[src/rtl/fetch_pkg.sv]
// Shared types and constants for the instruction-fetch stage.
// Holds the FSM encoding, the default HALT opcode and the opcode-extraction helper.
package fetch_pkg;

    typedef enum logic {
        ST_RUN    = 1'b0,
        ST_HALTED = 1'b1
    } fetch_state_e;

    localparam int               DEFAULT_OPCODE_WIDTH = 6;
    localparam logic [5:0]       DEFAULT_HALT_OPCODE  = 6'b111111;

    // Opcode sits in the MSBs of the instruction word; operands are widened
    // to 64 bits so one helper serves every INSTR_WIDTH/OPCODE_WIDTH pairing.
    function automatic logic [63:0] opcode_of(input logic [63:0] instr,
                                              input int          instr_w,
                                              input int          op_w);
        logic [63:0] mask;
        mask = (64'd1 << op_w) - 64'd1;
        return (instr >> (instr_w - op_w)) & mask;
    endfunction

endpackage

[src/rtl/fetch_if.sv]
// Bundle of control, instruction-memory and IF/ID signals around the fetch stage.
// master is the fetch stage itself; slave is the surrounding pipeline/memory.
interface fetch_if #(
    parameter int PC_WIDTH    = 8,
    parameter int INSTR_WIDTH = 32,
    parameter int CNT_WIDTH   = 16
);
    logic                   notEnable;
    logic                   flush;
    logic                   branchTaken;
    logic [PC_WIDTH-1:0]    branchTarget;
    logic [PC_WIDTH-1:0]    imemAddr;
    logic [INSTR_WIDTH-1:0] imemData;
    logic [PC_WIDTH-1:0]    pcOut;
    logic [PC_WIDTH-1:0]    pcPlusOne;
    logic [INSTR_WIDTH-1:0] instrOut;
    logic                   validOut;
    logic                   halted;
    logic [CNT_WIDTH-1:0]   fetchCount;

    modport master (
        input  notEnable, flush, branchTaken, branchTarget, imemData,
        output imemAddr, pcOut, pcPlusOne, instrOut, validOut, halted, fetchCount
    );

    modport slave (
        output notEnable, flush, branchTaken, branchTarget, imemData,
        input  imemAddr, pcOut, pcPlusOne, instrOut, validOut, halted, fetchCount
    );
endinterface

[src/rtl/fetch_ifid_reg.sv]
// IF/ID pipeline register: load captures a fetched instruction as valid,
// bubble clears only the valid bit, otherwise every field holds.
module fetch_ifid_reg #(
    parameter int PC_WIDTH    = 8,
    parameter int INSTR_WIDTH = 32
) (
    input  logic                   clock,
    input  logic                   reset,
    input  logic                   load,
    input  logic                   bubble,
    input  logic [PC_WIDTH-1:0]    pc_in,
    input  logic [PC_WIDTH-1:0]    pc_plus_one_in,
    input  logic [INSTR_WIDTH-1:0] instr_in,
    output logic [PC_WIDTH-1:0]    pc_out,
    output logic [PC_WIDTH-1:0]    pc_plus_one_out,
    output logic [INSTR_WIDTH-1:0] instr_out,
    output logic                   valid_out
);
    logic [PC_WIDTH-1:0]    pc_q, pc_d;
    logic [PC_WIDTH-1:0]    pc_plus_one_q, pc_plus_one_d;
    logic [INSTR_WIDTH-1:0] instr_q, instr_d;
    logic                   valid_q, valid_d;

    // Bubbles leave the payload fields untouched; decode ignores them when invalid.
    always_comb begin
        pc_d          = pc_q;
        pc_plus_one_d = pc_plus_one_q;
        instr_d       = instr_q;
        valid_d       = valid_q;
        if (bubble) begin
            valid_d = 1'b0;
        end else if (load) begin
            pc_d          = pc_in;
            pc_plus_one_d = pc_plus_one_in;
            instr_d       = instr_in;
            valid_d       = 1'b1;
        end
    end

    always_ff @(posedge clock) begin
        if (reset) begin
            pc_q          <= '0;
            pc_plus_one_q <= '0;
            instr_q       <= '0;
            valid_q       <= 1'b0;
        end else begin
            pc_q          <= pc_d;
            pc_plus_one_q <= pc_plus_one_d;
            instr_q       <= instr_d;
            valid_q       <= valid_d;
        end
    end

    assign pc_out          = pc_q;
    assign pc_plus_one_out = pc_plus_one_q;
    assign instr_out       = instr_q;
    assign valid_out       = valid_q;

endmodule

[src/rtl/fetch_stage.sv]
// Instruction-fetch stage: PC generation with branch/stall/flush, HALT-detect
// FSM, saturating fetched-instruction counter and the IF/ID register.
module fetch_stage
    import fetch_pkg::*;
#(
    parameter int                      PC_WIDTH     = 8,
    parameter int                      INSTR_WIDTH  = 32,
    parameter logic [PC_WIDTH-1:0]     RESET_PC     = '0,
    parameter int                      OPCODE_WIDTH = DEFAULT_OPCODE_WIDTH,
    parameter logic [OPCODE_WIDTH-1:0] HALT_OPCODE  = OPCODE_WIDTH'(DEFAULT_HALT_OPCODE),
    parameter int                      CNT_WIDTH    = 16
) (
    input  logic     clock,
    input  logic     reset,
    fetch_if.master  bus
);
    logic [PC_WIDTH-1:0]  pc_q, pc_d;
    logic [CNT_WIDTH-1:0] count_q, count_d;
    fetch_state_e         state_q, state_d;

    logic [PC_WIDTH-1:0]     pc_plus;
    logic [OPCODE_WIDTH-1:0] opcode;
    logic                    is_halt_instr;
    logic                    ifid_load;
    logic                    ifid_bubble;
    logic                    halted_o;

    assign pc_plus       = pc_q + PC_WIDTH'(1);
    assign opcode        = OPCODE_WIDTH'(opcode_of(64'(bus.imemData), INSTR_WIDTH, OPCODE_WIDTH));
    assign is_halt_instr = (opcode == HALT_OPCODE);

    // Priority chain: branch > stall > flush > halted > normal fetch.
    always_comb begin
        pc_d        = pc_q;
        count_d     = count_q;
        ifid_load   = 1'b0;
        ifid_bubble = 1'b0;
        if (bus.branchTaken) begin
            pc_d        = bus.branchTarget;
            ifid_bubble = 1'b1;
        end else if (bus.notEnable) begin
            pc_d = pc_q;
        end else if (bus.flush) begin
            ifid_bubble = 1'b1;
            if (state_q == ST_RUN) begin
                pc_d = pc_plus;
            end
        end else if (state_q == ST_HALTED) begin
            ifid_bubble = 1'b1;
        end else begin
            ifid_load = 1'b1;
            count_d   = (count_q == '1) ? count_q : count_q + CNT_WIDTH'(1);
            // The HALT word itself is latched; PC parks on it.
            if (!is_halt_instr) begin
                pc_d = pc_plus;
            end
        end
    end

    // Next-state: a flushed or stalled HALT word must not stop fetch.
    always_comb begin
        state_d = state_q;
        if (bus.branchTaken) begin
            state_d = ST_RUN;
        end else if (!bus.notEnable && !bus.flush &&
                     state_q == ST_RUN && is_halt_instr) begin
            state_d = ST_HALTED;
        end
    end

    always_comb begin
        halted_o = (state_q == ST_HALTED);
    end

    always_ff @(posedge clock) begin
        if (reset) begin
            state_q <= ST_RUN;
        end else begin
            state_q <= state_d;
        end
    end

    always_ff @(posedge clock) begin
        if (reset) begin
            pc_q    <= RESET_PC;
            count_q <= '0;
        end else begin
            pc_q    <= pc_d;
            count_q <= count_d;
        end
    end

    fetch_ifid_reg #(
        .PC_WIDTH    (PC_WIDTH),
        .INSTR_WIDTH (INSTR_WIDTH)
    ) u_ifid (
        .clock           (clock),
        .reset           (reset),
        .load            (ifid_load),
        .bubble          (ifid_bubble),
        .pc_in           (pc_q),
        .pc_plus_one_in  (pc_plus),
        .instr_in        (bus.imemData),
        .pc_out          (bus.pcOut),
        .pc_plus_one_out (bus.pcPlusOne),
        .instr_out       (bus.instrOut),
        .valid_out       (bus.validOut)
    );

    assign bus.imemAddr   = pc_q;
    assign bus.halted     = halted_o;
    assign bus.fetchCount = count_q;

endmodule

[src/flat_wrapper.sv]
// flat-port wrapper written by rule: the top's interface ports become plain ports
module fetch_stage_flat import fetch_pkg::*;
#(
    parameter int                      PC_WIDTH     = 8,
    parameter int                      INSTR_WIDTH  = 32,
    parameter logic [PC_WIDTH-1:0]     RESET_PC     = '0,
    parameter int                      OPCODE_WIDTH = DEFAULT_OPCODE_WIDTH,
    parameter logic [OPCODE_WIDTH-1:0] HALT_OPCODE  = OPCODE_WIDTH'(DEFAULT_HALT_OPCODE),
    parameter int                      CNT_WIDTH    = 16
)
  (clock, reset, bus_notEnable, bus_flush, bus_branchTaken, bus_branchTarget, bus_imemData, bus_imemAddr, bus_pcOut, bus_pcPlusOne, bus_instrOut, bus_validOut, bus_halted, bus_fetchCount);
  fetch_if #(.PC_WIDTH(PC_WIDTH), .INSTR_WIDTH(INSTR_WIDTH), .CNT_WIDTH(CNT_WIDTH)) bus_i ();
  input  logic clock;
  input  logic reset;
  input wire logic [$bits(bus_i.notEnable)-1:0] bus_notEnable;
  input wire logic [$bits(bus_i.flush)-1:0] bus_flush;
  input wire logic [$bits(bus_i.branchTaken)-1:0] bus_branchTaken;
  input wire logic [$bits(bus_i.branchTarget)-1:0] bus_branchTarget;
  input wire logic [$bits(bus_i.imemData)-1:0] bus_imemData;
  output wire logic [$bits(bus_i.imemAddr)-1:0] bus_imemAddr;
  output wire logic [$bits(bus_i.pcOut)-1:0] bus_pcOut;
  output wire logic [$bits(bus_i.pcPlusOne)-1:0] bus_pcPlusOne;
  output wire logic [$bits(bus_i.instrOut)-1:0] bus_instrOut;
  output wire logic [$bits(bus_i.validOut)-1:0] bus_validOut;
  output wire logic [$bits(bus_i.halted)-1:0] bus_halted;
  output wire logic [$bits(bus_i.fetchCount)-1:0] bus_fetchCount;
  assign bus_i.notEnable = bus_notEnable;
  assign bus_i.flush = bus_flush;
  assign bus_i.branchTaken = bus_branchTaken;
  assign bus_i.branchTarget = bus_branchTarget;
  assign bus_i.imemData = bus_imemData;
  assign bus_imemAddr = bus_i.imemAddr;
  assign bus_pcOut = bus_i.pcOut;
  assign bus_pcPlusOne = bus_i.pcPlusOne;
  assign bus_instrOut = bus_i.instrOut;
  assign bus_validOut = bus_i.validOut;
  assign bus_halted = bus_i.halted;
  assign bus_fetchCount = bus_i.fetchCount;
  fetch_stage #(.PC_WIDTH(PC_WIDTH), .INSTR_WIDTH(INSTR_WIDTH), .RESET_PC(RESET_PC), .OPCODE_WIDTH(OPCODE_WIDTH), .HALT_OPCODE(HALT_OPCODE), .CNT_WIDTH(CNT_WIDTH)) u_core (.clock(clock), .reset(reset), .bus(bus_i));
endmodule
[config.mk]
export PLATFORM = sky130hd
export DESIGN_NAME = fetch_stage_flat
export DESIGN_NICKNAME = d
export VERILOG_FILES = /design/src/rtl/fetch_pkg.sv /design/src/rtl/fetch_if.sv /design/src/rtl/fetch_ifid_reg.sv /design/src/rtl/fetch_stage.sv /design/src/flat_wrapper.sv
export SDC_FILE = /design/constraint.sdc
export NUM_CORES = 1
export LEC_CHECK = 0
export CAP_MARGIN = 20
export CELL_PAD_IN_SITES_DETAIL_PLACEMENT = 0
export CELL_PAD_IN_SITES_GLOBAL_PLACEMENT = 1
export CORE_MARGIN = 2
export CORE_UTILIZATION = 35
export CTS_BUF_LIST = sky130_fd_sc_hd__clkbuf_8
export CTS_CLUSTER_SIZE = 10
export DETAILED_ROUTE_END_ITERATION = 8
export GPL_ROUTABILITY_DRIVEN = 0
export PLACE_DENSITY = 0.87
export SYNTH_ARGS = -nofsm -noshare
export SYNTH_HDL_FRONTEND = slang
export SYNTH_SLANG_ARGS = --single-unit
[constraint.sdc]
create_clock -name clock -period 3 [get_ports clock]
set_input_delay 0.6 -clock clock [delete_from_list [all_inputs] [get_ports clock]]
set_output_delay 0.6 -clock clock [all_outputs]
set_load 0.02 [all_outputs]
==> impl_metrics.ini, run 1 <==
[synthesis]
async_flop_share_pct = 0
synth_top_cell_by_area = dfxtp_1
yosysWarnings = 0
synth.avg_cell_area_sq_um = 8.20
synth-seq-cells = 74
synth-main-ff-cell = dfxtp_1
yosysUniqueCellTypes = 45
synth.area.top_cells = dfxtp_1 (47%), nand2_1 (11%), a21oi_1 (8.6%)
syn_nets = 429
synthCells = 382
syn-cell-area_sq_um = 3130
yosysSeqAreaShare_pct = 47.3
synth.top_cell.area_share_pct = 47.3
synth_edf_count = 0

[route]
wl_per_cell_um = 14.8
drc_errors = 0
dr_total_vias = 3165
routed_wl_mm = 9.00
detail-route-antenna-nets = 0
firstDrtPassIters = 4
dr.first_iter.drc_count = 169
vias_per_cell = 5.21

[timing]
fmax_mhz = 445
setup_violations = 0
min_period_ps = 2250
maxSlewViolCount = 0
tightestPinTransition_ps = 650
final.setup_skew_ps = 5.86
hold_viol_final = 0
finalCritPeriodShare_pct = 74.9
final.setup.tns_ps = 0
rsz0062_at_grt = false
relSlewSlack_pct = 56.4

[global_route]
grt_max_degree = 43
track_usage_pct = 18.6
antenna_found_initial = 0
grt_pass1_wl_mm = 14.7
grt_overflow_total = 0
grt_pass1_vias = 2933

[cts]
hold_buffers = 0
cts_root_buf = clkbuf_8
cts_setup_buffers = 0
cts_resized = 0
insertion_delay_ps = 340
cts-htree-levels = 3
cts_tree = done
numCtsBuffers = 9
clkSinkCount = 74
clk_pin_slew_ps = 80
clock_path_buffers = 2

[pwr]
comb_power_share_pct = 13.3
powerDensity_nw_per_um2 = 455
p_leak_nw = 1.55
swShare_pct = 26.2
clkPwrFrac_pct = 36.6
p_seq_share_pct = 50.1
switchingPower_uw = 546
ir_drop_v = 0.000285
p_int_mw = 1.54

[worst_setup_path]
cp-start-kind = input port
criticalPathCategory = in2reg
cp-end-kind = register
crit_required_ps = 3260
arrival_ps = 2500
crit_path_max_fanout = 10

[floorplan]
core_area_sq_um = 8720
initial_core_util_pct = 35.9
die-area_sq_um = 9730
rows = 34
dieWidth_um = 98.6
dieHeight_um = 98.6
boundaryPins = 119

[finish]
diodes = 0
postLayoutCellArea_sq_um = 4580
nets = 542
layout_common_cells = clkdlybuf4s50_1 (117), nand2_1 (90), dfxtp_1 (74)
drive_above_1_share_pct = 5.40
area_growth_pct = 46.3
post-route-util_pct = 52.6
final_common_cell = clkdlybuf4s50_1

[run_status]
status = finished clean

[placement]
placed_cell_area_sq_um = 4390
dp_hpwl_mm = 6.43
io_buffers = 118

[worst_hold_path]
hp-class = reg2reg

[job]
maxCapViolCount = 0
==> critical path, stage by stage <==
cell and delay (ps):
clkdlybuf4s50_1 470, buf_4 210, or4_4 600, nor2_1 250, a31oi_1 130, a311oi_1 240
==> final timing paths <==
check                                    from                     endpoint  slack, ps  depth (start not counted)
setup reg to reg     u_core.bus.fetchCount[0]     u_core.bus.fetchCount[1]       1030                          5
hold reg to reg   u_core.u_ifid.instr_out[31]  u_core.u_ifid.instr_out[31]        460                          2
setup / recovery              bus_branchTaken    u_core.bus.fetchCount[14]        750                          6
hold / removal    u_core.u_ifid.instr_out[31]  u_core.u_ifid.instr_out[31]        460                          2
==> stage by stage <==
step / hold slack (ps) / worst slack [ps] / power (mW) / std cells
after global routing: 478 / 666 / 2.17 / 608
final: 455 / 753 / 2.08 / 608
after CTS: 457 / 776 / 2.11 / 608
after detailed placement: 447 / 396 / 1.35 / 592
after global placement: 442 / 449 / 1.34 / 592
after floorplan: 533 / 1020 / 1.19 / 382
==> cell families after synthesis <==
group                    share of synthesized area (%)
adder cells (fa/ha/maj)                          0.798
buffers and inverters                             3.87
AND/OR/NAND/NOR                                   25.8
XOR/XNOR                                          2.79
flip-flops                                        47.3
AO/OA/AOI/OAI                                     19.1
multiplexers                                     0.359
==> cells in the mapped netlist (2+ instances only) <==
cell type / count
nor4_1: 2
a41oi_1: 2
clkbuf_1: 14
or4_1: 3
inv_1: 6
nor2_1: 21
o211ai_1: 3
a311oi_1: 3
xor2_1: 3
xnor2_1: 7
or3_1: 2
nand2_1: 90
o31ai_1: 4
a21oi_1: 54
o21ai_0: 5
buf_2: 7
nand2b_1: 3
nand4_1: 7
a31oi_1: 2
nor2b_1: 2
nand4b_1: 3
a211oi_1: 12
a311o_1: 2
and3_1: 7
ha_1: 2
nand3_1: 11
and4_1: 2
nor3_1: 11
o21a_1: 3
dfxtp_1: 74
==> sequential cells by signal, indices dropped and copies added, names as in the netlist <==
| name | cells |
|---|---|
| u_core.u_ifid.pc_out | 8 |
| u_core.u_ifid.pc_plus_one_out | 8 |
| u_core.bus.fetchCount | 16 |
| u_core.u_ifid.valid_out | 1 |
| u_core.u_ifid.instr_out | 32 |
| u_core.bus.halted | 1 |
| u_core.bus.imemAddr | 8 |
==> final cells by class <==
class                   count  area, sq um
clock buffers               9          124
clock inverters             7         68.8
fillers                   835         4140
inverters                   6         22.5
multi-input cells         280         1530
flip-flops and latches     74         1480
well taps                 108          135
repair buffers            124         1220
==> power groups by stage <==
stage          clock [mW]  sequential (mW)  combinational [mW]
2_1_floorplan           0             1.10              0.0925
3_3_place_gp            0             1.07               0.276
3_5_place_dp            0             1.07               0.279
4_1_cts             0.785             1.04               0.280
5_1_grt             0.826             1.05               0.300
6_report            0.764             1.04               0.277
==> layer usage <==
metal | vias up | share of wire, % | track usage, %
met5 | - | 0 | 0
met4 | 0 | 1.4 | 7.17
met3 | 10 | 5.5 | 3.62
met2 | 96 | 48 | 30.0
met1 | 1488 | 45 | 24.6
li1 | 1571 | - | -
Note: power is estimated with default switching activity, not from simulation.
==> run 2: changes to the inputs <==
- CORE_UTILIZATION: 35 -> 32
- PLACE_DENSITY: 0.87 -> 0.8
- clock period: 3 -> 2.1 ns (I/O delays scaled with it)
==> run 2 against run 1 <==
Clock-buffer cell count up 1; sequential cell count unchanged; clock skew up 6.0 ps; die area up 9.0%; worst setup slack worse by 590 ps; register-to-register slack worse by 770 ps; largest cell class unchanged; final cell count up 7.7%; final area up 4.8%; power up 47%.
==> impl_metrics.ini, run 2 (same netlist as run 1, synthesis figures left out) <==
[run_status]
status = finished clean

[finish]
layout_common_cells = clkdlybuf4s50_1 (117), nand2_1 (90), dfxtp_1 (74)
largest_reg_flops = 32
final_common_cell = clkdlybuf4s50_1
nets = 564
n_fill_cell = 960
instances_no_fill = 655
post-route-util_pct = 49.8
area_growth_pct = 53.3
postLayoutCellArea_sq_um = 4800
drive_above_1_share_pct = 9.58
diodes = 0

[pwr]
ir_drop_v = 0.000354
p_leak_nw = 1.66
powerDensity_nw_per_um2 = 639
power_mw = 3.07

[floorplan]
core_area_sq_um = 9640
dieHeight_um = 103
boundaryPins = 119
rows = 36
initial_core_util_pct = 32.5
die-area_sq_um = 10600
dieWidth_um = 103

[placement]
placed_cells = 639
dp_slack_ps = -97.4
placed_cell_area_sq_um = 4600
dp_hpwl_mm = 6.85
io_buffers = 118

[route]
dr.first_iter.drc_count = 147
vias_per_cell = 5.01
drc_errors = 0
detail-route-antenna-nets = 0
wl_met2_mm = 4.59
met3_length_um = 554
top_layer = met4
dr_total_vias = 3279
wl_per_cell_um = 14.4
firstDrtPassIters = 4
routed_wl_mm = 9.45
wl_met1_mm = 4.15

[cts]
clk_pin_slew_ps = 90
cts_setup_buffers = 0
numCtsBuffers = 9
hold_buffers = 0
clock_path_buffers = 2
cts-htree-levels = 3
cts_tree = done
insertion_delay_ps = 350
clkSinkCount = 74
cts_resized = 0
cts_root_buf = clkbuf_8

[worst_setup_path]
worstPathCellList = clkdlybuf4s50_1
criticalPathCategory = reg2out
cp_top_family = buffers and inverters
slowest_stage = clkdlybuf4s50_1
cp_num_cells = 1
ff2ff_setup_slack_ps = 260
arrival_ps = 1520
critical_path.n_buffers_inverters = 1
cp-start-kind = register
crit_path_max_fanout = 7
crit_required_ps = 1680
cpPeakStageDelay_ps = 680
cp-end-kind = output pin
rr_worst_depth = 4

[job]
maxCapViolCount = 0

[timing]
rsz0062_at_grt = false
min_period_ps = 1940
setup_slack_ps = 164
relSlewSlack_pct = 61.4
holdWs_ps = 455
finalCritPeriodShare_pct = 92.2
final.setup_skew_ps = 11.9
setup_violations = 0
tightestPinTransition_ps = 574
fmax_mhz = 517
maxSlewViolCount = 0
final.setup.tns_ps = 0
hold_viol_final = 0

[global_route]
grt_pass1_vias = 2885
grt_max_degree = 38
track_usage_pct = 17.6
grt_overflow_total = 0
grt_pass1_wl_mm = 14.5
antenna_found_initial = 0

[worst_hold_path]
hp-class = reg2reg
min_path_cells = 2
-- run 2: changes by cell type in the layout (fill, tap and decap cells not counted), sizes merged --
cell,change
inv,-2
clkinv,+1
clkbuf,+1
buf,+22
-- run 2: where the power goes --
part	switching (mW)	internal (mW)
combinational	0.206	0.219
sequential	0.0387	1.45
clock	0.576	0.584
-- run 2: path summary, 6_finish.rpt --
kind | start | to
worst min-delay path | u_core.u_ifid.instr_out[18] | u_core.u_ifid.instr_out[18]
worst min register to register | u_core.u_ifid.instr_out[18] | u_core.u_ifid.instr_out[18]
worst max register to register | u_core.bus.fetchCount[5] | u_core.bus.fetchCount[11]
worst max-delay path | u_core.bus.imemAddr[5] | bus_imemAddr[5]
-- run 2: final cells by class --
type                            instances  area, sq um  share of cell area (%)
Tap cell                              133          166                    3.46
Sequential cell                        74         1480                    30.8
Timing Repair Buffer                  146         1400                    29.1
Clock buffer                           10          138                    2.87
Multi-Input combinational cell        280         1530                    31.9
Inverter                                6         22.5                   0.469
Clock inverter                          6         65.1                    1.35
-- run 2: per-layer routing --
metal | track usage [%] | up-vias
met3 | 3.25 | 10
met5 | 0 | -
met1 | 22.9 | 1546
li1 | - | 1627
met4 | 7.69 | 0
met2 | 28.6 | 96
==> run 3: changes to the inputs <==
- ABC_AREA: not set -> 1
- CORE_MARGIN: 2 -> 10
- PLACE_DENSITY: 0.8 -> 0.82
==> run 3 against run 2 <==
Hold slack gained 10 ps; sequential power is essentially flat; final area down 1.9%; clock-buffer cell count rose by 1; sequential cell count did not move; combinational power is 3% lower.
==> impl_metrics.ini, run 3 <==
[timing]
maxSlewViolCount = 0
relSlewSlack_pct = 54.4
setup_violations = 0
setup_slack_ps = 216
fmax_mhz = 531
hold_viol_final = 0
rsz0062_at_grt = false
final.setup_skew_ps = 10.1
tightestPinTransition_ps = 684
min_period_ps = 1880
finalCritPeriodShare_pct = 89.7
final.setup.tns_ps = 0

[synthesis]
synth.most_common_cell = nand2_1
synth_top_cell_by_area = dfxtp_1
syn-cell-area_sq_um = 3220
synth_top_family_by_area = simple AND/OR/NAND/NOR gates
synth_xor_area_share_pct = 2.99
synth-seq-cells = 74
yosysWarnings = 0
async_flop_share_pct = 0
synth.avg_cell_area_sq_um = 7.16
yosysUniqueCellTypes = 28
synth-main-ff-cell = dfxtp_1
synth_edf_count = 0
synthCells = 449
yosysSeqAreaShare_pct = 46.1
synth_common_cells = nand2_1 (152), dfxtp_1 (74), a21oi_1 (49), nor2_1 (48), o21ai_0 (26)
synth_fa_ha_area_share_pct = 0.778
synth.top_cell.area_share_pct = 46.1
yosys.area_share.simple_pct = 27.8
synth.area.top_cells = dfxtp_1 (46%), nand2_1 (18%), a21oi_1 (7.6%)
synth-compound-area-share_pct = 16.3
synth_mux_area_share_pct = 0
syn_nets = 496

[cts]
cts_resized = 0
cts-htree-levels = 3
cts_setup_buffers = 0
cts_root_buf = clkbuf_8
numCtsBuffers = 9
insertion_delay_ps = 350
clk_pin_slew_ps = 70
clock_path_buffers = 2
clkSinkCount = 74
cts_tree = done
hold_buffers = 0

[worst_setup_path]
cp_top_family = buffers and inverters
critical_path.n_buffers_inverters = 1
criticalPathCategory = reg2out
cp-end-kind = output pin
arrival_ps = 1460
cp-start-kind = register
r2r_start = u_core.bus.fetchCount[1]
cpPeakStageDelay_ps = 660
crit_required_ps = 1680
worstPathCellList = clkdlybuf4s50_1
crit_path_max_fanout = 6
slowest_stage = clkdlybuf4s50_1
startpoint = u_core.bus.fetchCount[9]

[worst_hold_path]
hp-start = u_core.u_ifid.instr_out[8]
hp-class = reg2reg

[job]
maxCapViolCount = 0

[finish]
diodes = 0
final_common_cell = nand2_1
n_fill_cell = 1014
area_growth_pct = 46.5
layout_common_cells = nand2_1 (152), clkdlybuf4s50_1 (117), dfxtp_1 (74)
instances_no_fill = 706
nets = 616
drive_above_1_share_pct = 8.03
postLayoutCellArea_sq_um = 4710
largest_reg_flops = 32

[global_route]
track_usage_pct = 13.5
grt_max_degree = 58
grt_overflow_total = 0
grt_pass1_vias = 3121
grt_pass1_wl_mm = 15.8
antenna_found_initial = 0

[route]
wl_per_cell_um = 14.1
vias_per_cell = 4.57
firstDrtPassIters = 6
dr_total_vias = 3223
routed_wl_mm = 9.97
dr.first_iter.drc_count = 181
detail-route-antenna-nets = 0
drc_errors = 0

[placement]
dp_hpwl_mm = 7.43
placed_cells = 691
placed_cell_area_sq_um = 4540
io_buffers = 118
dp_slack_ps = 20.6

[floorplan]
dieWidth_um = 120
die-area_sq_um = 14500
initial_core_util_pct = 32.9
core_area_sq_um = 9770
boundaryPins = 119
dieHeight_um = 120
rows = 36

[pwr]
p_leak_nw = 1.71
ir_drop_v = 0.000266
powerDensity_nw_per_um2 = 609

[run_status]
status = finished clean
-- run 3: cell count changes in the layout (fill, tap and decap cells not counted), moves of 10 or more --
cell	previous run	this run
inv_1	6	26
buf_4	27	10
o21ai_0	5	26
nand2_1	90	152
nor2_1	21	48
a211oi_1	12	0
a21oi_2	0	10
-- run 3: layout make-up --
class	count	area [sq um]	share of cell area, %
clock buffers	11	151	3.21
well taps	133	166	3.53
clock inverters	4	20.0	0.425
repair buffers	128	1250	26.6
flip-flops and latches	74	1480	31.4
multi-input cells	329	1540	32.6
inverters	27	104	2.20
-- run 3: kinds of logic after synthesis --
group	Yosys count
AO/OA/AOI/OAI	92
XOR/XNOR	11
adder cells (fa/ha/maj)	2
buffers and inverters	46
flip-flops	74
AND/OR/NAND/NOR	224
-- run 3: per-layer routing --
| metal | vias up | GRT usage (%) | routed length, um |
|---|---|---|---|
| met1 | 1465 | 15.7 | 4410 |
| met4 | 0 | 4.90 | 110 |
| met2 | 77 | 22.9 | 4770 |
| li1 | 1672 | - | - |
| met5 | - | 0 | 0 |
| met3 | 9 | 4.14 | 676 |
-- run 3: final timing paths --
path / depth (start not counted) / end / slack, ps
setup reg to reg: 8 / u_core.bus.fetchCount[13] / 420
hold reg to reg: 2 / u_core.u_ifid.instr_out[8] / 470
hold / removal: 2 / u_core.u_ifid.instr_out[8] / 470
setup / recovery: 1 / bus_fetchCount[9] / 220
-- run 3: metrics by stage --
step | hold WS, ps | utilization [%] | total power, mW
final | 465 | 48.2 | 2.87
after global routing | 482 | 48.2 | 3.01
after CTS | 467 | 48.2 | 2.91
after detailed placement | 455 | 46.5 | 1.93
after global placement | 452 | 46.5 | 1.93
after floorplan | 541 | - | 1.70
-- run 3: where the power goes --
group          switching, mW  internal (mW)  total, mW
Sequential            0.0349           1.45       1.48
Clock                  0.496          0.477      0.973
Combinational          0.212          0.202      0.413
Total                  0.743           2.13       2.87
